### config.mk
export PLATFORM = sky130hd
export DESIGN_NAME = map_tile_arbiter
export DESIGN_NICKNAME = d
export VERILOG_FILES = /design/src/rtl/map_tile_arbiter.sv
export SDC_FILE = /design/constraint.sdc
export NUM_CORES = 1
export LEC_CHECK = 0
export ABC_AREA = 0
export BUFFER_PORTS_ARGS = -buffer_cell sky130_fd_sc_hd__buf_2
export CORE_MARGIN = 8
export CORE_UTILIZATION = 40
export DETAILED_ROUTE_END_ITERATION = 8
export MAX_ROUTING_LAYER = met4
export PLACE_DENSITY = 0.75
export REMOVE_ABC_BUFFERS = 1
export SLEW_MARGIN = 15
export SYNTH_ARGS = -nofsm -noshare
export SYNTH_HDL_FRONTEND = slang
export SYNTH_SLANG_ARGS = --single-unit
### constraint.sdc
create_clock -name clock -period 2.55 [get_ports clock]
set_input_delay 0.255 -clock clock [delete_from_list [all_inputs] [get_ports clock]]
set_output_delay 0.255 -clock clock [all_outputs]
set_load 0.01 [all_outputs]
### src/rtl/map_tile_arbiter.sv
// rtl/map_tile_arbiter.sv - single-port tile-map RAM arbiter with pellet tracking
module map_tile_arbiter #(
  parameter int MAP_W       = 21,
  parameter int MAP_H       = 25,
  parameter int PELLET_INIT = 200,
  parameter int STARVE_MAX  = 4
) (
  input  logic       clock,
  input  logic       resetn,
  // game / collision requester
  input  logic       game_req,
  input  logic       game_we,
  input  logic [4:0] game_x,
  input  logic [4:0] game_y,
  input  logic [2:0] game_wdata,
  output logic       game_ack,
  output logic [2:0] game_rdata,
  output logic       power_eaten,
  // VGA renderer requester (read-only)
  input  logic       vga_req,
  input  logic [4:0] vga_x,
  input  logic [4:0] vga_y,
  output logic       vga_ack,
  output logic [2:0] vga_rdata,
  // tile-map RAM
  output logic [9:0] ram_addr,
  output logic       ram_we,
  output logic [2:0] ram_wdata,
  input  logic [2:0] ram_rdata,
  // level bookkeeping
  input  logic       level_reload,
  output logic [7:0] pellets_left,
  output logic       level_clear
);

  localparam logic [1:0] ST_IDLE = 2'd0;
  localparam logic [1:0] ST_RD   = 2'd1;
  localparam logic [1:0] ST_CAP  = 2'd2;
  localparam logic [1:0] ST_WR   = 2'd3;

  localparam logic [2:0] TILE_POWER  = 3'b001;
  localparam logic [2:0] TILE_PELLET = 3'b010;
  localparam logic [2:0] TILE_WALL   = 3'b011;

  localparam int         SW         = (STARVE_MAX < 1) ? 1 : $clog2(STARVE_MAX + 1);
  localparam logic [SW-1:0] STARVE_LIM = SW'(STARVE_MAX);
  localparam logic [7:0] PELLET_RST = 8'(PELLET_INIT);
  localparam logic [4:0] MAP_W_L    = 5'(MAP_W);
  localparam logic [4:0] MAP_H_L    = 5'(MAP_H);

  logic [1:0]    state;
  logic          cur_game;   // in-flight request belongs to the game path
  logic          cur_we;     // in-flight request is a read-modify-write
  logic          cur_oor;    // in-flight coordinates are off the map
  logic [2:0]    cur_wdata;
  logic [SW-1:0] starve_cnt;

  logic game_elig, vga_elig, ack_busy;
  logic grant_game, grant_vga;
  logic game_oor, vga_oor;
  logic dec_en;
  logic [7:0] pellets_nxt;

  function automatic logic is_pellet(input logic [2:0] t);
    return (t == TILE_POWER) || (t == TILE_PELLET);
  endfunction

  // Arbitration: VGA normally wins; a starved game request wins once the
  // limit is hit. No grant is issued while an ack is on the bus, so a
  // requester still holding its req in its ack cycle is never re-served and
  // the other side does not slip in ahead of the normal priority.
  always_comb begin
    game_oor   = (game_x >= MAP_W_L) || (game_y >= MAP_H_L);
    vga_oor    = (vga_x  >= MAP_W_L) || (vga_y  >= MAP_H_L);
    game_elig  = game_req && !game_ack;
    vga_elig   = vga_req  && !vga_ack;
    ack_busy   = game_ack || vga_ack;
    grant_game = (state == ST_IDLE) && !ack_busy && game_elig &&
                 (!vga_elig || (starve_cnt == STARVE_LIM));
    grant_vga  = (state == ST_IDLE) && !ack_busy && vga_elig && !grant_game;
  end

  // Pellet count next value: eating a pellet (old pellet tile replaced by a
  // non-pellet) decrements with saturation; a reload overrides everything.
  always_comb begin
    dec_en = (state == ST_WR) && cur_game && !cur_oor &&
             is_pellet(game_rdata) && !is_pellet(cur_wdata);
    pellets_nxt = pellets_left;
    if (level_reload) begin
      pellets_nxt = PELLET_RST;
    end else if (dec_en && (pellets_left != 8'd0)) begin
      pellets_nxt = pellets_left - 8'd1;
    end
  end

  // Request FSM and RAM-side registers: grant, wait a cycle for the RAM,
  // capture the tile, and optionally write the new tile back.
  always_ff @(posedge clock or negedge resetn) begin
    if (!resetn) begin
      state       <= ST_IDLE;
      cur_game    <= 1'b0;
      cur_we      <= 1'b0;
      cur_oor     <= 1'b0;
      cur_wdata   <= 3'b000;
      ram_addr    <= 10'd0;
      ram_we      <= 1'b0;
      ram_wdata   <= 3'b000;
      game_ack    <= 1'b0;
      game_rdata  <= 3'b000;
      power_eaten <= 1'b0;
      vga_ack     <= 1'b0;
      vga_rdata   <= 3'b000;
    end else begin
      game_ack    <= 1'b0;
      vga_ack     <= 1'b0;
      power_eaten <= 1'b0;
      case (state)
        ST_IDLE: begin
          if (grant_game) begin
            cur_game  <= 1'b1;
            cur_we    <= game_we;
            cur_oor   <= game_oor;
            cur_wdata <= game_wdata;
            if (!game_oor) ram_addr <= {game_y, game_x};
            ram_we    <= 1'b0;
            state     <= ST_RD;
          end else if (grant_vga) begin
            cur_game  <= 1'b0;
            cur_we    <= 1'b0;
            cur_oor   <= vga_oor;
            if (!vga_oor) ram_addr <= {vga_y, vga_x};
            ram_we    <= 1'b0;
            state     <= ST_RD;
          end
        end
        ST_RD: begin
          state <= ST_CAP;
        end
        ST_CAP: begin
          if (cur_game) begin
            game_rdata <= cur_oor ? TILE_WALL : ram_rdata;
            if (cur_we) begin
              // off-map writes still take the WR cycle so latency matches
              ram_we    <= !cur_oor;
              ram_wdata <= cur_wdata;
              state     <= ST_WR;
            end else begin
              game_ack <= 1'b1;
              state    <= ST_IDLE;
            end
          end else begin
            vga_rdata <= cur_oor ? TILE_WALL : ram_rdata;
            vga_ack   <= 1'b1;
            state     <= ST_IDLE;
          end
        end
        ST_WR: begin
          ram_we      <= 1'b0;
          game_ack    <= 1'b1;
          power_eaten <= !cur_oor && (game_rdata == TILE_POWER);
          state       <= ST_IDLE;
        end
        default: state <= ST_IDLE;
      endcase
    end
  end

  // Starvation counter: counts VGA wins while the game waits, cleared when
  // the game is finally served.
  always_ff @(posedge clock or negedge resetn) begin
    if (!resetn) begin
      starve_cnt <= '0;
    end else if (grant_game) begin
      starve_cnt <= '0;
    end else if (grant_vga && game_req && (starve_cnt != STARVE_LIM)) begin
      starve_cnt <= starve_cnt + 1'b1;
    end
  end

  // Pellet count and level-clear flag, flag aligned with the count it reflects.
  always_ff @(posedge clock or negedge resetn) begin
    if (!resetn) begin
      pellets_left <= PELLET_RST;
      level_clear  <= 1'b0;
    end else begin
      pellets_left <= pellets_nxt;
      level_clear  <= (pellets_nxt == 8'd0);
    end
  end

endmodule

==> out/qor.txt, run 1 <==
status -> finished clean
leading area contributor after synthesis -> dfrtp_1
worst path bufs/invs -> 0
Seq cells post-synth -> 43
global-route wire length before repair -> 8.04 mm
Worst Hold Class -> in2async
Seq/Total Area, Yosys -> 51.3%
post-synthesis adder-cell area fraction -> 2.38%
H-Tree Depth -> 2
final WL -> 4.81 mm
num ports -> 64
pins over their slew limit -> 0
Crit path required time -> 2740 ps
Slew headroom -> 37.3%
total power -> 2.53 mW
RePlAce Congestion -> 0.820
final hold violations -> 0
vias -> 1591
layout cells sized above 1 -> 37.9%
largest family of logic cells by synthesized area -> simple AND/OR/NAND/NOR gates
dpl ws -> 373 ps
Worst-Skew Late Latency -> 300 ps
Synth warnings -> 0
total track usage -> 13.5%
critical path, cell by cell -> nor4_4 -> o311a_1 -> mux2i_1 -> nand2b_1 -> mux2_1
Net Sw Frac -> 35.9%
Leak -> 1.21 nW
Comb pwr share -> 35.1%
main area contributors after synthesis -> dfrtp_1 (48%), mux2_2 (7.5%), mux2_1 (6.4%)
die area -> 7830 um^2
CTS resizes -> 0
gr busiest metal -> met2
Post-Synth XOR/XNOR Area -> 3.33%
Num CTS Buffers -> 5
vias in the first global route -> 1673
internal power -> 1.63 mW
dominant synthesized flop cell -> dfrtp_1
GR Layer Usage met2 -> 19.8%
most instantiated library cell after synthesis -> dfrtp_1
TritonCTS clock tree -> yes
clock root buffer -> clkbuf_8
syn_area_per_cell -> 11.7 um^2
DRC -> 0
Net Switching -> 909 uW
PwrDens -> 975 nW/um^2
FP Rows -> 26
Final WS setup -> 367 ps
sequential fraction of design power -> 43.6%
Cell Area, Synth -> 2100 um^2
via density per instance -> 5.00
commonest cells in the netlist -> dfrtp_1 (40), mux2_2 (14), o21ai_0 (14)
final setup fails -> 0
DP HPWL -> 3.65 mm
Sink Count -> 43
Antenna Violating Nets Remaining -> 0
number of enable flip-flop cells after synthesis -> 0
clock-pin slew on the worst setup and hold paths -> 90 ps
asr flop ratio synth -> 100%
FMAX -> 458 MHz
Area growth syn-to-layout -> 23.6%
Critical Path End Type -> flop
Vert. Die Dim -> 88.5 um
Initial Util -> 41.2%
antenna cells -> 0
GRT overflow -> 0
Crit path max-delay family -> simple AND/OR/NAND/NOR gates
met3 global-route usage -> 3.71%
initial antenna violation count -> 0
DR iter-0 viols -> 132
post-layout util -> 50.9%
largest net degree at the start of global routing -> 44
post-layout minimum cycle time -> 2180 ps
Clock Power Share -> 21.4%
WL/cell -> 15.1 um
CP max-delay cell -> dfrtp_1
Unique masters post-synth -> 40
RSZ-0062 raised after global routing -> no
critical path peak fanout -> 10
peak supply drop -> 0.000518 V
IO Port Bufs -> 63
core area -> 5110 um^2
mux share of post-synthesis cell area -> 15.3%
Final #Nets -> 283
Simple-Gate Fraction of Synth Area -> 16.0%
Tightest Pin Transition -> 940 ps
Worst path max stage delay -> 450 ps
post-CTS setup buffers -> 0
WS Path Type -> reg2reg
Die Span X -> 88.5 um
Post-Syn Instances -> 180
crit start category -> flop
Final Cycle Share -> 85.6%
skew final -> 12.1 ps
grt met1 use -> 17.9%
total iterations of the first detailed-routing run -> 4
CTS Hold Bufs -> 0
Worst Path Arrival -> 2370 ps
max-cap check violation count -> 0
final setup TNS -> 0 ps
Longest Clk Path Bufs -> 2
compound-gate portion of the synthesized area -> 9.04%
Synth top area share -> 47.6%
[cell families (layout without fill, tap and decap cells)]
family | count (synthesis) | in the layout
flip-flops | 43 | 43
adder cells (fa/ha/maj) | 4 | 4
buffers and inverters | 11 | 79
multiplexers | 29 | 29
AO/OA/AOI/OAI | 30 | 30
AND/OR/NAND/NOR | 55 | 55
XOR/XNOR | 8 | 8
[area by class of cell]
type | instances | area (um^2)
fillers | 478 | 2510
clock inverters | 3 | 43.8
repair buffers | 64 | 323
inverters | 7 | 26.3
clock buffers | 5 | 68.8
well taps | 70 | 87.6
flip-flops and latches | 43 | 1080
multi-input cells | 126 | 970
[per-stage QoR]
| step | hold WS (ps) | cells | instance area [um^2] |
|---|---|---|---|
| 2_1_floorplan | -40.6 | 176 | 2080 |
| 3_3_place_gp | 444 | 310 | 2490 |
| 3_5_place_dp | 448 | 310 | 2490 |
| 4_1_cts | 120 | 318 | 2600 |
| 5_1_grt | 158 | 318 | 2600 |
| 6_report | 92.4 | 318 | 2600 |
[sequential cells by signal, indices dropped and copies added (netlist names)]
register      flops
cur_oor           1
game_rdata        3
cur_we            1
ram_addr         10
state             2
ram_we            1
pellets_left      8
vga_rdata         3
cur_game          1
power_eaten       1
ram_wdata         3
starve_cnt        3
game_ack          1
cur_wdata         3
vga_ack           1
level_clear       1
[cells in the final DEF (no fill, tap or decap), types with 4 or more instances in the layout]
cell      count
xnor2_1       7
inv_1         7
mux2_2       14
nand2b_1      6
nor3_1        6
dfrtp_1      40
nor4_1        5
nand2_1      12
o21ai_0      14
buf_2        63
nor2_1        9
ha_1          4
mux2_1       12
clkbuf_8      5
o21ai_1       4
[power groups by stage]
stage / sequential [mW] / clock, mW / combinational, mW
after floorplan: 1.16 / 0 / 0.504
after CTS: 1.11 / 0.547 / 0.900
final: 1.10 / 0.541 / 0.889
after detailed placement: 1.12 / 0 / 0.896
after global placement: 1.11 / 0 / 0.875
after global routing: 1.14 / 0.587 / 0.994
[metal layers]
layer	part of all wire, %	vias up
met5	0	-
met4	0.89	0
met3	5.0	5
met2	46	44
met1	48	763
li1	-	779
[final timing paths]
kind	startpoint	end	slack (ps)	cells past startpoint
max	vga_ack	ram_addr[6]	370	5
min	resetn	game_rdata[1]	90	1
max reg2reg	vga_ack	ram_addr[6]	370	5
min reg2reg	ram_addr[1]	ram_addr[1]	500	1
max in group asynchronous	resetn	cur_wdata[0]	1860	1
min in group clock	game_wdata[0]	cur_wdata[0]	170	2
(Power assumes the default switching activity.)
==> inputs of run 2 (changes only) <==
CELL_PAD_IN_SITES_DETAIL_PLACEMENT = 1   (was not set)
CELL_PAD_IN_SITES_GLOBAL_PLACEMENT = 1   (was not set)
CORE_MARGIN = 4   (was 8)
CORE_UTILIZATION = 39   (was 40)
PLACE_DENSITY = 0.88   (was 0.75)
RECOVER_POWER = 100   (was not set)
==> run 2 against run 1 <==
  * The flow now finishes with violations (max-capacitance violations, max-slew violations)
  * Highest routed layer unchanged
  * First-iteration DRC count down 64%
  * Via count up 6.2%
  * Sequential cell count unchanged
  * Combinational power down 2.7%
==> out/qor.txt, run 2 (synthesis gave the netlist of run 1 again) <==
status -> finished, violations left
failing checks -> max-capacitance violations, max-slew violations
num ports -> 64
critical path peak fanout -> 7
Sink Count -> 43
Hold Path Origin -> game_we
DR iter-0 viols -> 48
clock-pin slew on the worst setup and hold paths -> 80 ps
Comb pwr share -> 35.5%
DRC -> 0
peak supply drop -> 0.000391 V
global-route wire length before repair -> 9.07 mm
Critical Path End Type -> flop
WS Path Type -> reg2reg
critical path, cell by cell -> inv_1 -> ha_1 -> nor4b_4 -> o2bb2ai_2 -> nor3_1 -> or3b_2 -> nor4b_2
RePlAce Congestion -> 0.890
CTS Hold Bufs -> 0
register-to-register setup slack -> 230 ps
FMAX -> 430 MHz
final setup TNS -> 0 ps
max-cap check violation count -> 1
total iterations of the first detailed-routing run -> 4
CP max-delay cell -> or3b_2
WL/cell -> 17.4 um
Crit path required time -> 2740 ps
post-layout minimum cycle time -> 2320 ps
post-CTS setup buffers -> 0
Worst path max stage delay -> 500 ps
top sig layer -> met4
largest net degree at the start of global routing -> 44
Tightest Pin Transition -> 2240 ps
R2R depth -> 7
Num CTS Buffers -> 5
via density per instance -> 5.31
Worst Hold Class -> in2reg
largest registers -> ram_addr x10, pellets_left x8
post-route cell area -> 2530 um^2
Worst Path Arrival -> 2520 ps
most frequent cells in the layout -> dfrtp_1 (40), buf_2 (33), clkbuf_1 (31)
vias -> 1689
internal power -> 1.51 mW
Leak -> 1.09 nW
final setup fails -> 0
pins over their slew limit -> 44
skew final -> 7.62 ps
Die Span X -> 81.4 um
initial antenna violation count -> 0
Biggest register -> ram_addr
H-Tree Depth -> 2
met2 WL -> 2.91 mm
Filler cells -> 614
antenna cells -> 0
leading cell type in the layout, fill and taps excluded -> dfrtp_1
clock root buffer -> clkbuf_8
reg-to-reg critical path endpoint -> level_clear
vias in the first global route -> 1811
final hold violations -> 0
Final #Nets -> 283
Longest Clk Path Bufs -> 2
total track usage -> 18.5%
RSZ-0062 raised after global routing -> no
die area -> 6630 um^2
wire length on met3 -> 219 um
TritonCTS clock tree -> yes
max FFs per register -> 10
worst path bufs/invs -> 1
Final Cycle Share -> 91.1%
CTS resizes -> 0
Area growth syn-to-layout -> 20.5%
hold depth -> 2
FP Rows -> 26
Antenna Violating Nets Remaining -> 0
core area -> 5170 um^2
Vert. Die Dim -> 81.4 um
total power -> 2.43 mW
Worst-Skew Late Latency -> 290 ps
worst r2r src -> pellets_left[0]
sequential fraction of design power -> 46.4%
dpl cell area -> 2490 um^2
layout cells sized above 1 -> 24.2%
Initial Util -> 40.7%
Endpoint, Worst Hold -> cur_we
final WL -> 5.52 mm
Crit path max-delay family -> simple AND/OR/NAND/NOR gates
Clock Power Share -> 18.1%
Slew headroom -> -49.6%
GRT overflow -> 0
post-layout util -> 49.0%
PwrDens -> 960 nW/um^2
IO Port Bufs -> 63
M1 wire length -> 2.24 mm
Net Sw Frac -> 38.1%
DP HPWL -> 4.24 mm
crit start category -> flop
Net Switching -> 929 uW
-- run 2: cell types whose count changed in the layout (fill, tap and decap cells not counted), sizes merged --
cell    change
bufinv      -1
clkinv      -1
clkbuf     +33
buf        -31
-- run 2: through the flow --
| step | setup slack [ps] | hold WS, ps | instances |
|---|---|---|---|
| 6_report | 226 | 182 | 318 |
| 3_3_place_gp | 450 | 448 | 310 |
| 4_1_cts | 274 | 138 | 318 |
| 5_1_grt | 90.3 | 182 | 318 |
| 3_5_place_dp | 278 | 458 | 310 |
| 2_1_floorplan | 175 | -40.6 | 176 |
-- run 2: worst max-delay path by stage --
stage | startpoint | end | slack, ps | cells past startpoint
6_report | pellets_left[0] | level_clear | 230 | 7
3_3_place_gp | vga_ack | ram_addr[6] | 450 | 5
2_1_floorplan | vga_ack | ram_addr[0] | 170 | 5
5_1_grt | pellets_left[0] | level_clear | 90 | 7
4_1_cts | vga_ack | ram_addr[7] | 270 | 5
3_5_place_dp | vga_ack | ram_addr[7] | 280 | 5
-- run 2: area by class of cell --
class                           count  area [um^2]  share of cell area, %
Sequential cell                    43         1080                   42.6
Multi-Input combinational cell    126          967                   38.2
Timing Repair Buffer               64          283                   11.2
Tap cell                           70         87.6                   3.46
Clock buffer                        7         86.3                   3.41
Inverter                            7         26.3                   1.04
Clock inverter                      1         5.00                  0.197
-- run 2: layer usage --
layer / global-route usage [%] / vias to the layer above
met4: 7.26 / 0
li1: - / 780
met5: - / -
met2: 31.6 / 47
met1: 21.4 / 847
met3: 3.40 / 15
-- run 2: worst register-to-register path, delay by kind of cell, from the launching register on --
family	cells	cell delay (ps)
AND/OR/NAND/NOR	4	1250
flip-flops	1	460
AO/OA/AOI/OAI	1	240
adder cells (fa/ha/maj)	1	170
buffers and inverters	1	120
-- run 2: power by group through the flow --
stage / Sequential [mW] / Combinational (mW) / Clock, mW
after global routing: 1.16 / 0.973 / 0.487
after floorplan: 1.16 / 0.504 / 0
after CTS: 1.12 / 0.931 / 0.453
after global placement: 1.11 / 0.874 / 0
after detailed placement: 1.13 / 0.920 / 0
final: 1.13 / 0.865 / 0.441
